**src/rtl/chip8_pkg.sv**
```systemverilog
// Shared CHIP-8 display constants, draw FSM state encoding and display addressing helper.
// Contents:
//   DISP_W, DISP_H, DISP_BYTES_PER_ROW  display geometry (1 bpp, 8 pixels per byte)
//   draw_state_t                        sprite draw engine state encoding
//   disp_byte_addr(row, col_byte)       packs a display byte address {row, col_byte}
package chip8_pkg;

  localparam int unsigned DISP_W             = 64;
  localparam int unsigned DISP_H             = 32;
  localparam int unsigned DISP_BYTES_PER_ROW = DISP_W / 8;

  typedef enum logic [3:0] {
    IDLE  = 4'd0,
    FETCH = 4'd1,
    CAPT  = 4'd2,
    RD_L  = 4'd3,
    WR_L  = 4'd4,
    RD_R  = 4'd5,
    WR_R  = 4'd6,
    NEXT  = 4'd7,
    DONE  = 4'd8
  } draw_state_t;

  function automatic logic [7:0] disp_byte_addr(input logic [4:0] row,
                                                input logic [2:0] col_byte);
    return {row, col_byte};
  endfunction

endpackage

```
**src/rtl/sprite_draw_engine_if.sv**
```systemverilog
// Bundles the CPU command/status, main-memory read port and display RAM port of the
// sprite draw engine.
// Modports:
//   master  engine side: takes start/x/y/n/sprite_addr, mem_q, disp_q;
//           drives busy/done/collision, mem_addr/mem_re, disp_addr/disp_we/disp_d
//   slave   system side (CPU, main memory, display RAM): the mirror image
interface sprite_draw_engine_if #(
  parameter int unsigned MEM_AW = 12
);
  logic              start;
  logic [7:0]        x;
  logic [7:0]        y;
  logic [3:0]        n;
  logic [MEM_AW-1:0] sprite_addr;
  logic              busy;
  logic              done;
  logic              collision;
  logic [MEM_AW-1:0] mem_addr;
  logic              mem_re;
  logic [7:0]        mem_q;
  logic [7:0]        disp_addr;
  logic              disp_we;
  logic [7:0]        disp_d;
  logic [7:0]        disp_q;

  modport master (
    input  start, x, y, n, sprite_addr, mem_q, disp_q,
    output busy, done, collision, mem_addr, mem_re, disp_addr, disp_we, disp_d
  );

  modport slave (
    output start, x, y, n, sprite_addr, mem_q, disp_q,
    input  busy, done, collision, mem_addr, mem_re, disp_addr, disp_we, disp_d
  );

endinterface

```
**src/rtl/sprite_align.sv**
```systemverilog
// Splits one sprite byte across two display bytes for a pixel offset within a byte.
// Ports:
//   data   in  8  sprite byte, bit 7 is the leftmost pixel
//   shift  in  3  pixel offset inside the display byte (x[2:0])
//   left   out 8  bits landing in the display byte containing pixel x
//   right  out 8  bits spilling into the next display byte (zero when shift==0)
module sprite_align (
  input  logic [7:0] data,
  input  logic [2:0] shift,
  output logic [7:0] left,
  output logic [7:0] right
);

  logic [15:0] sh;

  assign sh    = {data, 8'h00} >> shift;
  assign left  = sh[15:8];
  assign right = sh[7:0];

endmodule

```
**src/rtl/sprite_draw_engine.sv**
```systemverilog
// CHIP-8 DXYN sprite draw: fetches n sprite bytes from main memory and XORs them into the
// 64x32 1-bpp display RAM via a single read/write port, wrapping in both axes.
// Ports:
//   clk    in  system clock
//   rst_n  in  synchronous active-low reset
//   bus    sprite_draw_engine_if.master
//          CPU side:     start, x, y, n, sprite_addr -> busy, done, collision
//          main memory:  mem_addr, mem_re -> mem_q (one-cycle read latency)
//          display RAM:  disp_addr, disp_we, disp_d -> disp_q (one-cycle read latency)
module sprite_draw_engine #(
  parameter int unsigned MEM_AW             = 12,
  parameter int unsigned DISP_BYTES_PER_ROW = 8,
  parameter int unsigned DISP_ROWS          = 32
) (
  input  logic                 clk,
  input  logic                 rst_n,
  sprite_draw_engine_if.master bus
);

  import chip8_pkg::*;

  localparam int unsigned COL_W = $clog2(DISP_BYTES_PER_ROW);
  localparam int unsigned ROW_W = $clog2(DISP_ROWS);

  draw_state_t       state_q, state_d;
  logic [COL_W+2:0]  x_q;
  logic [ROW_W-1:0]  y_q;
  logic [3:0]        n_q;
  logic [3:0]        i_q;
  logic [MEM_AW-1:0] addr_q;
  logic [7:0]        left_q, right_q;
  logic              coll_q;

  logic [7:0]        al_left, al_right;
  logic [ROW_W-1:0]  row;
  logic [COL_W-1:0]  col_l, col_r;
  logic [7:0]        addr_l, addr_r;
  logic              aligned;

  // Only the low bits of x/y matter: coordinates wrap modulo the display size.
  logic unused_coord;
  assign unused_coord = ^{bus.x[7:COL_W+3], bus.y[7:ROW_W]};

  sprite_align u_align (
    .data  (bus.mem_q),
    .shift (x_q[2:0]),
    .left  (al_left),
    .right (al_right)
  );

  assign aligned = (x_q[2:0] == 3'd0);
  assign row     = y_q + ROW_W'(i_q);
  assign col_l   = x_q[COL_W+2:3];
  assign col_r   = col_l + COL_W'(1);
  assign addr_l  = disp_byte_addr(row, col_l);
  assign addr_r  = disp_byte_addr(row, col_r);

  always_comb begin
    state_d = state_q;
    unique case (state_q)
      IDLE:    if (bus.start) state_d = (bus.n == 4'd0) ? DONE : FETCH;
      FETCH:   state_d = CAPT;
      CAPT:    state_d = RD_L;
      RD_L:    state_d = WR_L;
      WR_L:    state_d = aligned ? NEXT : RD_R;
      RD_R:    state_d = WR_R;
      WR_R:    state_d = NEXT;
      NEXT:    state_d = (4'(i_q + 4'd1) == n_q) ? DONE : FETCH;
      DONE:    state_d = IDLE;
      default: state_d = IDLE;
    endcase
  end

  always_ff @(posedge clk) begin
    if (!rst_n) begin
      state_q <= IDLE;
      x_q     <= '0;
      y_q     <= '0;
      n_q     <= '0;
      i_q     <= '0;
      addr_q  <= '0;
      left_q  <= '0;
      right_q <= '0;
      coll_q  <= 1'b0;
    end else begin
      state_q <= state_d;
      unique case (state_q)
        IDLE: begin
          if (bus.start) begin
            x_q    <= bus.x[COL_W+2:0];
            y_q    <= bus.y[ROW_W-1:0];
            n_q    <= bus.n;
            addr_q <= bus.sprite_addr;
            i_q    <= '0;
            coll_q <= 1'b0;
          end
        end
        CAPT: begin
          left_q  <= al_left;
          right_q <= al_right;
        end
        WR_L:    coll_q <= coll_q | (|(bus.disp_q & left_q));
        WR_R:    coll_q <= coll_q | (|(bus.disp_q & right_q));
        NEXT:    i_q    <= i_q + 4'd1;
        default: ;
      endcase
    end
  end

  // Outputs decode from the registered state. disp_we is also qualified by rst_n so a
  // reset asserted during a write cycle cannot let that write land in the display RAM.
  always_comb begin
    bus.mem_addr  = '0;
    bus.mem_re    = 1'b0;
    bus.disp_addr = '0;
    bus.disp_we   = 1'b0;
    bus.disp_d    = '0;
    unique case (state_q)
      FETCH: begin
        bus.mem_addr = addr_q + MEM_AW'(i_q);
        bus.mem_re   = 1'b1;
      end
      RD_L: bus.disp_addr = addr_l;
      WR_L: begin
        bus.disp_addr = addr_l;
        bus.disp_we   = rst_n;
        bus.disp_d    = bus.disp_q ^ left_q;
      end
      RD_R: bus.disp_addr = addr_r;
      WR_R: begin
        bus.disp_addr = addr_r;
        bus.disp_we   = rst_n;
        bus.disp_d    = bus.disp_q ^ right_q;
      end
      default: ;
    endcase
  end

  assign bus.busy      = (state_q != IDLE);
  assign bus.done      = (state_q == DONE);
  assign bus.collision = coll_q;

endmodule

```
**src/flat_wrapper.sv**
```systemverilog
// flat-port wrapper written by rule: the top's interface ports become plain ports
module sprite_draw_engine_flat import chip8_pkg::*;
#(
  parameter int unsigned MEM_AW             = 12,
  parameter int unsigned DISP_BYTES_PER_ROW = 8,
  parameter int unsigned DISP_ROWS          = 32
)
  (clk, rst_n, bus_start, bus_x, bus_y, bus_n, bus_sprite_addr, bus_mem_q, bus_disp_q, bus_busy, bus_done, bus_collision, bus_mem_addr, bus_mem_re, bus_disp_addr, bus_disp_we, bus_disp_d);
  sprite_draw_engine_if #(.MEM_AW(MEM_AW)) bus_i ();
  input  logic clk;
  input  logic rst_n;
  input wire logic [$bits(bus_i.start)-1:0] bus_start;
  input wire logic [$bits(bus_i.x)-1:0] bus_x;
  input wire logic [$bits(bus_i.y)-1:0] bus_y;
  input wire logic [$bits(bus_i.n)-1:0] bus_n;
  input wire logic [$bits(bus_i.sprite_addr)-1:0] bus_sprite_addr;
  input wire logic [$bits(bus_i.mem_q)-1:0] bus_mem_q;
  input wire logic [$bits(bus_i.disp_q)-1:0] bus_disp_q;
  output wire logic [$bits(bus_i.busy)-1:0] bus_busy;
  output wire logic [$bits(bus_i.done)-1:0] bus_done;
  output wire logic [$bits(bus_i.collision)-1:0] bus_collision;
  output wire logic [$bits(bus_i.mem_addr)-1:0] bus_mem_addr;
  output wire logic [$bits(bus_i.mem_re)-1:0] bus_mem_re;
  output wire logic [$bits(bus_i.disp_addr)-1:0] bus_disp_addr;
  output wire logic [$bits(bus_i.disp_we)-1:0] bus_disp_we;
  output wire logic [$bits(bus_i.disp_d)-1:0] bus_disp_d;
  assign bus_i.start = bus_start;
  assign bus_i.x = bus_x;
  assign bus_i.y = bus_y;
  assign bus_i.n = bus_n;
  assign bus_i.sprite_addr = bus_sprite_addr;
  assign bus_i.mem_q = bus_mem_q;
  assign bus_i.disp_q = bus_disp_q;
  assign bus_busy = bus_i.busy;
  assign bus_done = bus_i.done;
  assign bus_collision = bus_i.collision;
  assign bus_mem_addr = bus_i.mem_addr;
  assign bus_mem_re = bus_i.mem_re;
  assign bus_disp_addr = bus_i.disp_addr;
  assign bus_disp_we = bus_i.disp_we;
  assign bus_disp_d = bus_i.disp_d;
  sprite_draw_engine #(.MEM_AW(MEM_AW), .DISP_BYTES_PER_ROW(DISP_BYTES_PER_ROW), .DISP_ROWS(DISP_ROWS)) u_core (.clk(clk), .rst_n(rst_n), .bus(bus_i));
endmodule
```
**config.mk**
```make
export PLATFORM = sky130hd
export DESIGN_NAME = sprite_draw_engine_flat
export DESIGN_NICKNAME = d
export VERILOG_FILES = /design/src/rtl/chip8_pkg.sv /design/src/rtl/sprite_draw_engine_if.sv /design/src/rtl/sprite_align.sv /design/src/rtl/sprite_draw_engine.sv /design/src/flat_wrapper.sv
export SDC_FILE = /design/constraint.sdc
export NUM_CORES = 1
export LEC_CHECK = 0
export CAP_MARGIN = 5
export CORE_ASPECT_RATIO = 0.5
export CORE_MARGIN = 3
export CORE_UTILIZATION = 50
export CTS_CLUSTER_DIAMETER = 30
export DETAILED_ROUTE_END_ITERATION = 8
export GPL_TIMING_DRIVEN = 1
export PLACE_DENSITY = 0.81
export SLEW_MARGIN = 20
export SYNTH_ARGS = -nofsm -noshare
export SYNTH_HDL_FRONTEND = slang
export SYNTH_SLANG_ARGS = --single-unit
```
**constraint.sdc**
```tcl
create_clock -name clk -period 3.3 [get_ports clk]
set_clock_uncertainty 0.2 [all_clocks]
set_input_delay 0.99 -clock clk [delete_from_list [all_inputs] [get_ports clk]]
set_output_delay 0.99 -clock clk [all_outputs]
set_load 0.05 [all_outputs]
```
Yosys cells after proc, flatten, opt, wreduce, memory -nomap -nowiden. Cells that the tools add are included.

Bits in registers: 52.

Shifts and indexed selects: 1. Muxes and demuxes: 14. Bitwise operators: 6. Reductions and logical operators: 14. Add/subtract/negate cells: 4. Equality and inequality tests: 10.

Operators by type and width (count): case mux 4 bit (8 select lines) (1); case mux 8 bit (2 select lines) (2); AND 8 bit (2); == test 4 x 3 -> 1 bit (second input constant) (4); two-way mux 4 bit (4); OR reduction 8 bit (2); >> shifter 16 x 3 -> 16 bit (1); bitwise XOR 8 bit (2); adder 12 x 4 -> 12 bit (1); two-way mux 12 bit (1); == test 4 x 2 -> 1 bit (second input constant) (2); zero test 4 bit (2); case mux 4 bit (2 select lines) (1); AND reduction 2 bit (3); OR reduction 2 bit (3); adder 5 x 4 -> 5 bit (1); adder 4 x 1 -> 4 bit (second input constant) (1); == test 4 x 1 -> 1 bit (second input constant) (1); == test 4 bit (1); == test 4 bit (second input constant) (1); nonzero test 4 bit (1); adder 3 x 1 -> 3 bit (second input constant) (1); zero test 3 bit (1); two-way mux 1 bit (3); other kinds (6) (7).

Logic depth before layout (Yosys ltp). Gate-level depths: netlist (run 1).

Depth in word-level cells: 4. Mapped depth: 7. Gate-level depth less buffers: 7.

Modules after synthesis. Synthesis (run 1) repeated with hierarchy kept, for this count alone.

Cells, all modules: 428. Area, all modules: 3340.7 µm².

Modules (own cells, without submodules): sprite_draw_engine (times used 1, area each 3010.4 µm², cells each 384); sprite_align (times used 1, area each 330.3 µm², cells each 44).

Worst setup path after synthesis (run 1). No wires, ideal clock.

Kind: register -> output. Start: register u_core.i_q[0]. End: output port bus_disp_addr[7]. Slack: -304 ps. Data arrival time: 2414 ps. Stages on the path, launching flop included: 8. Required time: 2110 ps. Path buffers: 0. Cell sequence: dfxtp_1 > ha_1 > inv_1 > fa_1 > nor2b_1 > o21ai_0 > nor3b_1 > nor3_1.

Longest elaborated chain between the ends: 2.

Ends and longest elaborated chain: start, declared (line sprite_draw_engine.sv:29) `logic [3:0] i_q;`; start signal, assigned (line sprite_draw_engine.sv:104) `NEXT: i_q <= i_q + 4'd1;`; adder 5 x 4 -> 5 bit (line sprite_draw_engine.sv:52) `assign row = y_q + ROW_W'(i_q);`; case mux 8 bit (2 select lines) (line sprite_draw_engine.sv:118) `unique case (state_q)`; end, declared (line flat_wrapper.sv:24) `output wire logic [$bits(bus_i.disp_addr)-1:0] bus_disp_addr;`.

No other way between the ends.

Worst setup path after layout (run 1).
Start: register u_core.i_q[0]. End: output port bus_mem_addr[10].

Longest elaborated chain between the ends: 2.

Ends and longest elaborated chain: adder 12 x 4 -> 12 bit (line sprite_draw_engine.sv:120) `bus.mem_addr = addr_q + MEM_AW'(i_q);`; two-way mux 12 bit (line sprite_draw_engine.sv:118); end, declared (line flat_wrapper.sv:22) `output wire logic [$bits(bus_i.mem_addr)-1:0] bus_mem_addr;`.

No other way between the ends.

==> impl_metrics.yaml, run 1 <==
finish:
  final_cell_area_mm2: 0.00486
  register_area_mm2: 0.00103
  fin_util_pct: 76.5
  area_growth_pct: 41.7
  fill_cells: 435
  num-nets-final: 555
  multi_input_area_mm2: 0.00233
  drive_above_1_share_pct: 27.2
  n_antenna_cell: 0
global_route:
  grt_use_total_pct: 21.8
  grt_first_pass_wirelength_um: 14000
  antenna_found_initial: 0
  gr-total-overflow: 0
  grt_max_degree: 41
  grt_pass1_vias: 2992
critical_path:
  critPathMaxFanout: 7
  critPathKind: "reg2out"
  reg2reg_depth: 5
  cp.required_ns: 2.11
  start_kind: "flip-flop"
  cp.arrival_ns: 2.08
  cp-end-kind: "primary output"
floorplan:
  core_mm2: 0.00636
  ios: 84
  rows: 20
  die-width_um: 123
  die_h_um: 64.6
  dieArea_mm2: 0.00795
  initial_core_util_pct: 54.0
synthesis:
  netlist_area_mm2: 0.00343
  synth-seq-cells: 51
  synthFlopType: "dfxtp_1"
  syn_nets: 479
  synth_edf_count: 0
  postSynthAreaPerCell_um2: 8.24
  yosysWarnings: 0
  synth_area_leader_cell: "dfxtp_1"
  synthArstFlopShare_pct: 0
  postSynthCellCount: 416
  ys_top_cells_by_count: "nand2_1, dfxtp_1, nor2_1"
  synth_most_common_cell: "nand2_1"
  ys_seq_area_share_pct: 29.8
  yosysTopAreaCellShare_pct: 29.8
  synth.area.top_cells: "dfxtp_1, nand2_1, a21oi_1"
  ys_types: 55
placed_design:
  place_area_mm2: 0.00457
  place_hpwl_um: 6020
  post-place-ws_ns: 0.0935
  gp_congestion: 0.792
  io_buffer_count: 78
clocking:
  clock_latency_ns: 0.29
  hold_buffers: 0
  cts_made_buffers: 5
  path_clk_slew_ns: 0.06
  tritoncts: "built"
  htree_levels: 2
  clk_path_buf_depth: 2
  clockRootBuffer: "clkbuf_16"
  cts_num_sinks: 51
sta:
  final_hold_viol_count: 0
  setup-tns-final_ns: 0
  rsz0062_at_grt: "true"
  finalWorstSetupSlack_ns: 0.0311
  hold_ws_ns: 0.268
  fin_crit_sh_pct: 99.1
  final_max_slew_viol_count: 0
  setup_viol: 0
  max_slew_margin_pct: 53.3
  min_period_ns: 3.27
  fmax_ghz: 0.306
  worst_pin_slew_ns: 0.698
power_and_ir_drop:
  p_per_area_mw_per_mm2: 344
  leakage_nw: 1.78
  ir_worst_vdd_uv: 221
routing:
  detail-route-antenna-nets: 0
  drc_errors: 0
  vias: 3182
  drtIter0Drc: 187
  wl_per_cell_um: 14.8
  firstDrtPassIters: 4
  via_per_inst: 5.49
  routed_wl_um: 8580
min_path:
  hold_class: "reg2reg"
  min_path_cells: 2
job:
  cap_violations: 0
status:
  outcome: "finished clean"
-- through the flow --
step / std cells / power [mW]
2_1_floorplan: 416 / 1.03
3_3_place_gp: 567 / 1.16
3_5_place_dp: 567 / 1.17
4_1_cts: 578 / 1.67
5_1_grt: 580 / 1.75
6_report: 580 / 1.67
-- power by group --
part | leakage, nW | internal [mW] | switching (mW)
registers | 0.418 | 0.658 | 0.0567
clock network | 0.0696 | 0.277 | 0.231
logic | 1.29 | 0.209 | 0.241
-- routing by layer --
metal / track usage, % / wire length [µm] / vias to the layer above / part of all wire, %
met5: 0 / 0 / - / 0
met1: 30.4 / 4110 / 1481 / 48
met4: 5.38 / 119 / 0 / 1.4
met3: 3.75 / 435 / 12 / 5.1
met2: 35.1 / 3920 / 73 / 46
li1: - / - / 1616 / -
-- sequential cells by signal, summed over array words and instances, names as in the netlist --
| register | cells |
|---|---|
| u_core.i_q | 4 |
| u_core.state_q | 4 |
| u_core.y_q | 5 |
| u_core.x_q | 6 |
| u_core.left_q | 8 |
| u_core.right_q | 7 |
| u_core.addr_q | 12 |
| u_core.bus.collision | 1 |
| u_core.n_q | 4 |
-- cell type report --
type                            count  area share (%)
Clock inverter                      2           0.283
Multi-Input combinational cell    328            47.9
Tap cell                           88            2.27
Timing Repair Buffer               97            25.1
Sequential cell                    51            21.1
Inverter                            9           0.695
Clock buffer                        5            2.57
-- cells by family after synthesis --
family	synth area share, %
multiplexers	7.44
flip-flops	29.8
XOR/XNOR	4.85
AND/OR/NAND/NOR	25.9
buffers and inverters	6.82
adder cells (fa/ha/maj)	4.82
AO/OA/AOI/OAI	20.4
-- placed cells by master (no fill, tap or decap), types with 3 or more instances in the layout --
master / instances
mux2_2: 4
ha_1: 8
nand2b_1: 3
o21ai_2: 4
a22oi_1: 12
a21o_1: 3
buf_4: 19
nor3_2: 3
and2_1: 3
or3_1: 5
a211o_1: 3
mux4_2: 4
nand4_1: 7
buf_12: 28
a21oi_1: 26
a21oi_2: 25
nand2_1: 63
nor2_1: 35
nor2b_1: 7
a21oi_4: 4
clkdlybuf4s50_1: 47
xnor2_1: 8
xor2_1: 11
inv_1: 8
nand3_1: 10
dfxtp_1: 46
clkbuf_16: 6
dfxtp_2: 5
nand2_2: 10
a31oi_1: 3
o21ai_0: 13
mux2i_1: 12
nor3_1: 3
-- what timing repair did --
action | CTS | global route
gates resized for setup | 16 | 18
gates cloned | 0 | 0
pin swaps | 5 | 11
setup buffers | 4 | 2
endpoints found under the setup margin | 9 | 10
-- critical path, stage by stage, from the launching register on --
cell and delay, ns:
dfxtp_2 0.34, ha_4 0.16, fa_2 0.37, a21o_1 0.20
a21oi_2 0.15, buf_6 0.15, o21ai_2 0.09, a21oi_4 0.18
buf_12 0.15
-- path summary, 6_finish.rpt --
kind | end | from | slack (ns)
min | u_core.n_q[1] | u_core.n_q[1] | 0.27
max | bus_mem_addr[10] | u_core.i_q[0] | 0.03
max reg2reg | u_core.right_q[5] | u_core.state_q[1] | 1.21
min reg2reg | u_core.n_q[1] | u_core.n_q[1] | 0.27
(Power assumes the default switching activity.)
==> inputs of run 2 (changes only) <==
MAX_ROUTING_LAYER = met4   (was default)
==> run 2 against run 1 <==
Compared with the run above:
- die area did not move
- largest power group unchanged
- maximum frequency fell by 0.14%
- worst hold slack barely moved
- clock power barely moved
- register-to-register slack got worse by 0.02 ns
- global-route usage rose by 0.62 points
==> impl_metrics.yaml, run 2 (synthesized netlist as in run 1, its figures left out) <==
clocking:
  path_clk_slew_ns: 0.06
  htree_levels: 2
  tritoncts: "built"
  clk_path_buf_depth: 2
  clockRootBuffer: "clkbuf_16"
  clock_latency_ns: 0.29
  cts_num_sinks: 51
  cts_made_buffers: 5
power_and_ir_drop:
  ir_worst_vdd_uv: 219
  leakage_nw: 1.78
  p_per_area_mw_per_mm2: 344
finish:
  drive_above_1_share_pct: 27.2
  register_area_mm2: 0.00103
  regMostFlops: "u_core.addr_q"
  multi_input_area_mm2: 0.00233
  n_antenna_cell: 0
  largest_reg_flops: 12
  largestRegisters: "u_core.addr_q: 12 flops, u_core.left_q: 8 flops, u_core.right_q: 7 flops"
  num-nets-final: 555
  final_cells: 580
  fill_cells: 435
  area_growth_pct: 41.7
  final_common_cell: "nand2_1"
  final_cell_mix: "nand2_1, clkdlybuf4s50_1, dfxtp_1"
  final_cell_area_mm2: 0.00486
global_route:
  grt_use_total_pct: 22.4
  grt_first_pass_wirelength_um: 14000
  antenna_found_initial: 0
  grt_pass1_vias: 2980
  grt_max_degree: 41
  gr-total-overflow: 0
critical_path:
  cp-end-kind: "primary output"
  cp.arrival_ns: 2.08
  slowest_stage: "fa_2"
  critPathKind: "reg2out"
  max_stage_delay_ns: 0.37
  critPathMaxFanout: 7
  crit_path_cell_trace: "ha_4 -> fa_2 -> a21o_1 -> a21oi_2 -> buf_6 -> o21ai_2 -> a21oi_4 -> buf_12"
  cp.required_ns: 2.11
  start_kind: "flip-flop"
job:
  cap_violations: 0
placed_design:
  io_buffer_count: 78
  gp_congestion: 0.803
  dp.cells: 567
  place_area_mm2: 0.00457
  place_hpwl_um: 6020
sta:
  setup_viol: 0
  setup-tns-final_ns: 0
  worst_pin_slew_ns: 0.697
  fin_crit_sh_pct: 99.2
  final_max_slew_viol_count: 0
  max_slew_margin_pct: 53.3
  rsz0062_at_grt: "true"
  fmax_ghz: 0.305
  min_period_ns: 3.27
  final_hold_viol_count: 0
routing:
  firstDrtPassIters: 5
  wl_per_cell_um: 14.7
  drc_errors: 0
  vias: 3184
  via_per_inst: 5.49
  routed_wl_um: 8540
  detail-route-antenna-nets: 0
  drtIter0Drc: 195
floorplan:
  die-width_um: 123
  die_h_um: 64.6
  rows: 20
  ios: 84
  initial_core_util_pct: 54.0
  core_mm2: 0.00636
  dieArea_mm2: 0.00795
min_path:
  hold_class: "reg2reg"
status:
  outcome: "finished clean"
[run 2: cell counts in the layout (fill, tap and decap cells not counted)]
Identical to the previous run, type by type.
[run 2: path summary, 6_finish.rpt]
kind	end	cells past startpoint	slack (ns)	startpoint
max	bus_mem_addr[10]	8	0.03	u_core.i_q[0]
min	u_core.n_q[1]	2	0.27	u_core.n_q[1]
max reg2reg	u_core.right_q[5]	5	1.19	u_core.state_q[1]
min reg2reg	u_core.n_q[1]	2	0.27	u_core.n_q[1]
[run 2: worst max-delay path: cells and delay by family (launching register included)]
kind / cells / cell delay (ns)
AO/OA/AOI/OAI: 4 / 0.62
adder cells (fa/ha/maj): 2 / 0.53
flip-flops: 1 / 0.34
buffers and inverters: 2 / 0.30
[run 2: power breakdown]
group	switching, mW	internal [mW]
Combinational	0.241	0.209
Clock	0.228	0.277
Sequential	0.0565	0.658
[run 2: metrics by stage]
step / total power, mW / setup WS (ns) / util, % / hold WS, ns
CTS: 1.67 / -0.0349 / 75.3 / 0.271
global route: 1.75 / -0.0277 / 76.5 / 0.293
detailed placement: 1.17 / 0.0935 / 71.9 / 0.260
global placement: 1.16 / 0.127 / 71.9 / 0.249
finish: 1.67 / 0.0264 / 76.5 / 0.269
floorplan: 1.03 / 0.0722 / - / 0.240
[run 2: final cells by class]
type                            instances  area share (%)
Clock buffer                            5            2.57
Clock inverter                          2           0.283
Inverter                                9           0.695
Multi-Input combinational cell        328            47.9
Sequential cell                        51            21.1
Tap cell                               88            2.27
Timing Repair Buffer                   97            25.1
[run 2: what timing repair did]
action                                  in CTS  in global routing
endpoints found under the setup margin       9                 10
pin swaps                                    5                 11
hold buffers                                 0                  0
endpoints found under the hold margin        0                  0
setup buffers                                4                  2
gates resized for setup                     16                 18
[run 2: per-layer routing]
layer	wire length [µm]	share of wire, %	global-route usage (%)
met5	0	0	-
met4	119	1.4	5.38
met3	426	5.0	3.57
met2	3900	46	35.0
met1	4090	48	30.6
==> inputs of run 3 (changes only) <==
ABC_CLOCK_PERIOD_IN_PS = 3300   (was default)
==> results of run 3 <==
The final DEF is identical to that of run 2; final timing and power are the same.
